**src/rtl/lcd_cmd_sequencer.sv**
```systemverilog
// lcd_cmd_sequencer
// Drives the HD44780 8-bit power-up/initialization sequence onto the LCD bus,
// then forwards characters/commands from upstream over a valid/ready
// handshake. Each byte is presented on LCD_RS/LCD_DATA, a write is requested
// from the enable-pulse stage with wr_go, and the bus is held until that
// stage reports completion through wr_done.
//
// Ports:
//   CLK        in   system clock, rising edge
//   flag_rst   in   asynchronous active-high reset
//   char_valid in   upstream has a byte to write
//   char_rs    in   register select of offered byte (0 = command, 1 = data)
//   char_data  in   offered byte [7:0]
//   char_ready out  byte accepted when high together with char_valid
//   wr_done    in   enable stage level: low while busy, high when done/idle
//   wr_go      out  write request level, held until wr_done is seen low
//   LCD_RS     out  register select to the LCD
//   LCD_RW     out  constant 0 (write only)
//   LCD_DATA   out  LCD data bus [7:0]
//   init_done  out  initialization finished, sticky until reset
module lcd_cmd_sequencer #(
  parameter int unsigned P_PWRUP_CYC = 750000
) (
  input  logic       CLK,
  input  logic       flag_rst,
  input  logic       char_valid,
  input  logic       char_rs,
  input  logic [7:0] char_data,
  output logic       char_ready,
  input  logic       wr_done,
  output logic       wr_go,
  output logic       LCD_RS,
  output logic       LCD_RW,
  output logic [7:0] LCD_DATA,
  output logic       init_done
);

  localparam logic [22:0] PWRUP_MAX  = 23'(P_PWRUP_CYC);
  localparam logic [2:0]  LAST_INDEX = 3'd5;

  typedef enum logic [1:0] {
    S_PWRUP   = 2'd0,
    S_ISSUE   = 2'd1,
    S_WAIT_HI = 2'd2,
    S_IDLE    = 2'd3
  } state_t;

  state_t      state_q, state_d;
  logic [22:0] cnt_q, cnt_d;
  logic [2:0]  idx_q, idx_d;
  logic        rs_q, rs_d;
  logic [7:0]  data_q, data_d;
  logic        go_q, go_d;
  logic        ready_q, ready_d;
  logic        init_q, init_d;

  // Fixed initialization bytes, all sent as commands (RS=0).
  function automatic logic [7:0] init_rom(input logic [2:0] i);
    case (i)
      3'd0, 3'd1, 3'd2: init_rom = 8'h38;
      3'd3:             init_rom = 8'h0C;
      3'd4:             init_rom = 8'h01;
      3'd5:             init_rom = 8'h06;
      default:          init_rom = 8'h00;
    endcase
  endfunction

  // Power-up may only end once the counter has expired AND the enable stage
  // reports idle; a slow-starting enable stage must not lose ROM[0].
  logic pwrup_exit;
  logic init_more;
  assign pwrup_exit = (cnt_q == PWRUP_MAX) && wr_done;
  assign init_more  = !init_q && (idx_q < LAST_INDEX);

  // State and register update.
  always_ff @(posedge CLK or posedge flag_rst) begin
    if (flag_rst) begin
      state_q <= S_PWRUP;
      cnt_q   <= '0;
      idx_q   <= '0;
      rs_q    <= 1'b0;
      data_q  <= 8'h00;
      go_q    <= 1'b0;
      ready_q <= 1'b0;
      init_q  <= 1'b0;
    end else begin
      state_q <= state_d;
      cnt_q   <= cnt_d;
      idx_q   <= idx_d;
      rs_q    <= rs_d;
      data_q  <= data_d;
      go_q    <= go_d;
      ready_q <= ready_d;
      init_q  <= init_d;
    end
  end

  // Next state, power-up counter and init index.
  always_comb begin
    state_d = state_q;
    cnt_d   = cnt_q;
    idx_d   = idx_q;
    case (state_q)
      S_PWRUP: begin
        if (cnt_q != PWRUP_MAX) cnt_d = cnt_q + 23'd1;
        if (pwrup_exit) state_d = S_ISSUE;
      end
      S_ISSUE: begin
        if (!wr_done) state_d = S_WAIT_HI;
      end
      S_WAIT_HI: begin
        if (wr_done) begin
          if (init_more) begin
            idx_d   = idx_q + 3'd1;
            state_d = S_ISSUE;
          end else begin
            state_d = S_IDLE;
          end
        end
      end
      S_IDLE: begin
        if (char_valid) state_d = S_ISSUE;
      end
      default: state_d = S_PWRUP;
    endcase
  end

  // Registered outputs: bus is only reloaded on the edges that raise wr_go.
  always_comb begin
    rs_d    = rs_q;
    data_d  = data_q;
    go_d    = go_q;
    ready_d = ready_q;
    init_d  = init_q;
    case (state_q)
      S_PWRUP: begin
        if (pwrup_exit) begin
          rs_d   = 1'b0;
          data_d = init_rom(3'd0);
          go_d   = 1'b1;
        end
      end
      S_ISSUE: begin
        if (!wr_done) go_d = 1'b0;
      end
      S_WAIT_HI: begin
        if (wr_done) begin
          if (init_more) begin
            rs_d   = 1'b0;
            data_d = init_rom(idx_q + 3'd1);
            go_d   = 1'b1;
          end else begin
            // Covers both the last init byte and any user write.
            ready_d = 1'b1;
            init_d  = 1'b1;
          end
        end
      end
      S_IDLE: begin
        if (char_valid) begin
          rs_d    = char_rs;
          data_d  = char_data;
          ready_d = 1'b0;
          go_d    = 1'b1;
        end
      end
      default: ;
    endcase
  end

  assign char_ready = ready_q;
  assign wr_go      = go_q;
  assign LCD_RS     = rs_q;
  assign LCD_RW     = 1'b0;
  assign LCD_DATA   = data_q;
  assign init_done  = init_q;

endmodule

```
**config.mk**
```make
export PLATFORM = sky130hd
export DESIGN_NAME = lcd_cmd_sequencer
export DESIGN_NICKNAME = d
export VERILOG_FILES = /design/src/rtl/lcd_cmd_sequencer.sv
export SDC_FILE = /design/constraint.sdc
export NUM_CORES = 1
export LEC_CHECK = 0
export BUFFER_PORTS_ARGS = -buffer_cell sky130_fd_sc_hd__buf_2
export CAP_MARGIN = 20
export CORE_ASPECT_RATIO = 0.75
export CORE_MARGIN = 2
export CORE_UTILIZATION = 62
export DETAILED_ROUTE_END_ITERATION = 6
export GPL_TIMING_DRIVEN = 0
export HOLD_SLACK_MARGIN = 0.03
export MAX_ROUTING_LAYER = met4
export PLACE_DENSITY = 0.95
export SLEW_MARGIN = 25
export SYNTH_ARGS = -nofsm -noshare
export SYNTH_HDL_FRONTEND = slang
export SYNTH_SLANG_ARGS = --single-unit
```
**constraint.sdc**
```tcl
create_clock -name CLK -period 3.6 [get_ports CLK]
set_input_delay 1.08 -clock CLK [delete_from_list [all_inputs] [get_ports CLK]]
set_output_delay 1.08 -clock CLK [all_outputs]
set_load 0.005 [all_outputs]
```
# Word-level counts from Yosys, hierarchy flattened
# Cells that the tools add are included.
# word_totals
output_inout_bits	13
ff_bits	40
word_cells	70
in_bits	13
# classes
eq_ne	16
n_reduce_logical	15
mux	27
n_bitwise	1
magnitude_cmp	1
addsub	2
# ops
op	count
8-bit 2-to-1 mux	4
6-bit one-hot mux with 4 select lines	1
8-bit one-hot mux with 3 select lines	1
23-bit by 1-bit adder with 23-bit output (second input constant)	1
23-bit by 20-bit equality test with 1-bit output (second input constant)	1
23-bit by 20-bit != test with 1-bit output (second input constant)	1
1-bit 2-to-1 mux	12
2-bit != test (second input constant)	6
2-bit 2-to-1 mux	5
5-bit AND reduction	2
2-bit one-hot mux with 4 select lines	1
4-bit AND reduction	2
3-bit by 2-bit equality test with 1-bit output (second input constant)	2
3-bit equality test (second input constant)	2
3-bit AND reduction	2
2-bit equality test (second input constant)	2
1-bit one-hot mux with 4 select lines	1
3-bit by 1-bit adder with 3-bit output (second input constant)	1
3-bit by 1-bit equality test with 1-bit output (second input constant)	1
3-bit logical NOT	1
3-bit less-than comparator (second input constant)	1
1-bit one-hot mux with 3 select lines	1
3-bit nonzero test	1
3-bit OR reduction	1
other kinds (8)	9

# Logic depth before layout (Yosys ltp)
# depth
word_depth	7
mapped_depth	8
ltp_nobuf	7

# Least setup slack after synthesis
# Ideal clock, no wire load.
# synth_timing
path_kind	input-to-reg
startpoint	in char_valid
endpoint	reg data_q[0], in the netlist LCD_DATA[0]
required_time_ns	3.475
t_arrival_ns	2.173
slack_ns	1.302
path_stages	4
setup_ns	0.125
cell_sequence	and2b_1 nor4_1 nand2_4 mux2_4
# synth_via
elab_chain_len	2
# synth_lines
item	line_no	source
from (decl)	26	input logic char_valid,
2-bit != test (no source line)	-	
5-bit AND reduction (no source line)	-	
to (signal assigned)	91	data_q <= data_d;
to (decl)	52	logic [7:0] data_q, data_d;
# No other way between the ends.
# A chain may end at the register's enable or synchronous reset.

# Final worst setup path
# layout_timing
startpoint	in wr_done
endpoint	reg data_q[1], in the netlist LCD_DATA[1]
# layout_via
elab_chain_len	3
word_cells_on_any_way	4
# layout_lines
item	line_no	source
from (decl)	30	input logic wr_done,
1-bit logical AND	72	assign pwrup_exit = (cnt_q == PWRUP_MAX) && wr_done;
2-bit != test (no source line)	-	
5-bit AND reduction (no source line) *	-	
# Mark *: on every way between the ends. The rest lies on a longest branch, timed or not.

==> qor.yml <==
clock_tree:
  clock_sinks: 40
  clock_latency_ns: 0.30
  cts_tree: "built"
  cts_buffers: 5
  cts-resized-gates: 0
  root_buffer: "clkbuf_8"
  post_cts_buffers: 0
  h-tree-depth: 2
  hold_buffers: 0
  clkTransAtPathRegs_ns: 0.08
  max-clock-path-buffers: 2
critical_path:
  ff2ff_path_depth: 7
  reg2reg_from: "cnt_q[0]"
  start_kind: "input port"
  rrSetupSlack_ns: 1.38
  worstPathRequired_ns: 3.79
  path_max_fanout: 10
  path_class: "input port to register"
  worstSetupEndpointType: "register"
  r2r_end: "LCD_DATA[1]"
  crit_arrival_ns: 2.43
worst_hold_path:
  hold_depth: 1
  hold_end: "cnt_q[13]"
  hold_class: "register to register"
  hp-start: "cnt_q[13]"
place:
  portBuffers: 24
  dp_hpwl_um: 3490
  place_congestion: 0.949
sta:
  period_share_pct: 62.2
  rsz0062_at_grt: "false"
  fmax_mhz: 447
  finalSetupViolCount: 0
  worstMarginPinSlew_ns: 0.568
  maxSlewViolCount: 0
  fin_setup_tns_ns: 0
  min_period_ns: 2.24
  slew_headroom_pct: 61.8
  final_hold_viol_count: 0
  finClkSkew_ns: 0.00478
logic_synthesis:
  syn-cell-area_sq_um: 2190
  synth_cells: 212
  netlist.area_leader.share_pct: 45.6
  ys_seq_elements: 40
  yosys_warnings: 0
  synth.area.top_cells: "dfrtp_1 46%, xnor2_1 7.6%, ha_1 6.8%, nand2_1 4.6%, mux2_4 4.1%"
  ys_types: 43
  synth-seq-area-share_pct: 45.6
  ys.flop_type: "dfrtp_1"
  async_flop_share_pct: 100
  avgSynthCellArea_sq_um: 10.3
  syn_nets: 237
  synth_area_leader_cell: "dfrtp_1"
  ys_top_cells_by_count: "40 x dfrtp_1, 27 x nand2_1, 19 x xnor2_1"
  synth_edf_count: 0
  synth_most_common_cell: "dfrtp_1"
route:
  ant_nets: 0
  routed_wl_um: 4710
  vias: 1688
  avgRoutedWirePerCell_um: 16.5
  drc: 0
  viasPerCell: 5.92
  dr.pass1.iters: 4
  drt_iter0_drc: 150
status:
  outcome: "finished clean"
die:
  initial_core_util_pct: 65.8
  core_area_sq_um: 3330
  dieArea_sq_um: 4030
  die_w_um: 72.7
  die_h_um: 55.5
  io_pins: 26
  num_rows: 18
grt:
  grt_usage_pct: 26.8
  grt_overflow: 0
  grt_max_degree: 26
  grt_pass1_wl_um: 7960
  antenna_found_initial: 0
  grt_pass1_vias: 1671
pwr:
  power_mw: 1.82
  ir_drop_mv: 0.467
  power_density_nw_per_um2: 726
  p_leak_nw: 1.20
cells_and_area:
  final_nets: 269
  drive_above_1_share_pct: 20.8
  utilization_pct: 75.1
  synthToLayoutAreaGrowth_pct: 14.1
  num_antenna_cells: 0
  nFillCells: 206
job:
  maxCapViolations: 0
worst max-delay path by stage:
| stage | from | endpoint | slack, ns | depth (start not counted) |
|---|---|---|---|---|
| floorplan | char_valid | LCD_DATA[0] | 1.30 | 4 |
| global placement | flag_rst | idx_q[0] | 1.11 | 2 |
| detailed placement | wr_done | LCD_DATA[1] | 1.09 | 5 |
| CTS | wr_done | LCD_DATA[1] | 1.37 | 5 |
| global route | cnt_q[0] | LCD_DATA[1] | 1.26 | 7 |
| finish | wr_done | LCD_DATA[1] | 1.36 | 5 |
flip-flops by register name, indices dropped and copies added (netlist names):
register    count
char_ready      1
init_done       1
cnt_q          23
LCD_DATA        8
idx_q           3
LCD_RS          1
state_q         2
wr_go           1
stage by stage:
step / cell area, sq um / instances / hold WS (ns) / setup slack (ns)
floorplan: 2190 / 212 / 0.438 / 1.30
global placement: 2360 / 276 / 0.455 / 1.11
detailed placement: 2390 / 277 / 0.484 / 1.09
CTS: 2500 / 285 / 0.495 / 1.37
global route: 2500 / 285 / 0.527 / 1.26
finish: 2500 / 285 / 0.493 / 1.36
critical path, cell delays in order:
cell and delay (ns):
buf_2 0.14, and2b_1 0.20, nor4_1 0.43, nand2_4 0.23
mux2_4 0.35
layout make-up:
type / count / area, sq um / area share [%]
Timing Repair Buffer: 25 / 148 / 5.90
Tap cell: 40 / 50.0 / 2.00
Multi-Input combinational cell: 154 / 1100 / 44.2
Inverter: 14 / 52.6 / 2.10
Clock buffer: 5 / 68.8 / 2.75
Sequential cell: 40 / 1000 / 40.0
Buffer: 4 / 35.0 / 1.40
Clock inverter: 3 / 42.5 / 1.70
cells by family after synthesis:
kind of cell             count (synthesis)  synth area share [%]
AO/OA/AOI/OAI                           19                  5.93
other                                    1                 0.171
adder cells (fa/ha/maj)                 12                  6.85
flip-flops                              40                  45.6
buffers and inverters                   18                  3.99
multiplexers                            12                  6.90
XOR/XNOR                                25                  9.98
AND/OR/NAND/NOR                         85                  20.5
where the power goes:
group / switching, mW / total, mW / internal [mW]
clock network: 0.160 / 0.365 / 0.205
logic: 0.401 / 0.746 / 0.345
registers: 0.129 / 0.704 / 0.575
total: 0.691 / 1.82 / 1.12
per-layer routing:
metal | GRT usage [%] | share of wire [%] | vias up
li1 | - | - | 786
met1 | 36.4 | 44 | 828
met2 | 39.2 | 47 | 65
met3 | 4.93 | 6.5 | 9
met4 | 12.2 | 2.0 | 0
met5 | - | 0 | -
cells in the final DEF, fill, tap and decap left out, types with 3 or more instances in the layout:
cell type,Yosys,final
clkbuf_8,0,5
xnor2_1,19,19
mux2_4,6,6
ha_1,12,12
nand3_1,11,11
inv_1,14,13
or3_1,3,3
nor3_1,9,9
dfrtp_1,40,40
xor2_1,6,6
nor2_1,8,8
nor4_1,4,4
o21ai_0,9,9
nand2_1,27,27
buf_2,0,24
nand4_1,8,8
mux2i_1,5,5
Power figures use the tool's default switching activity.
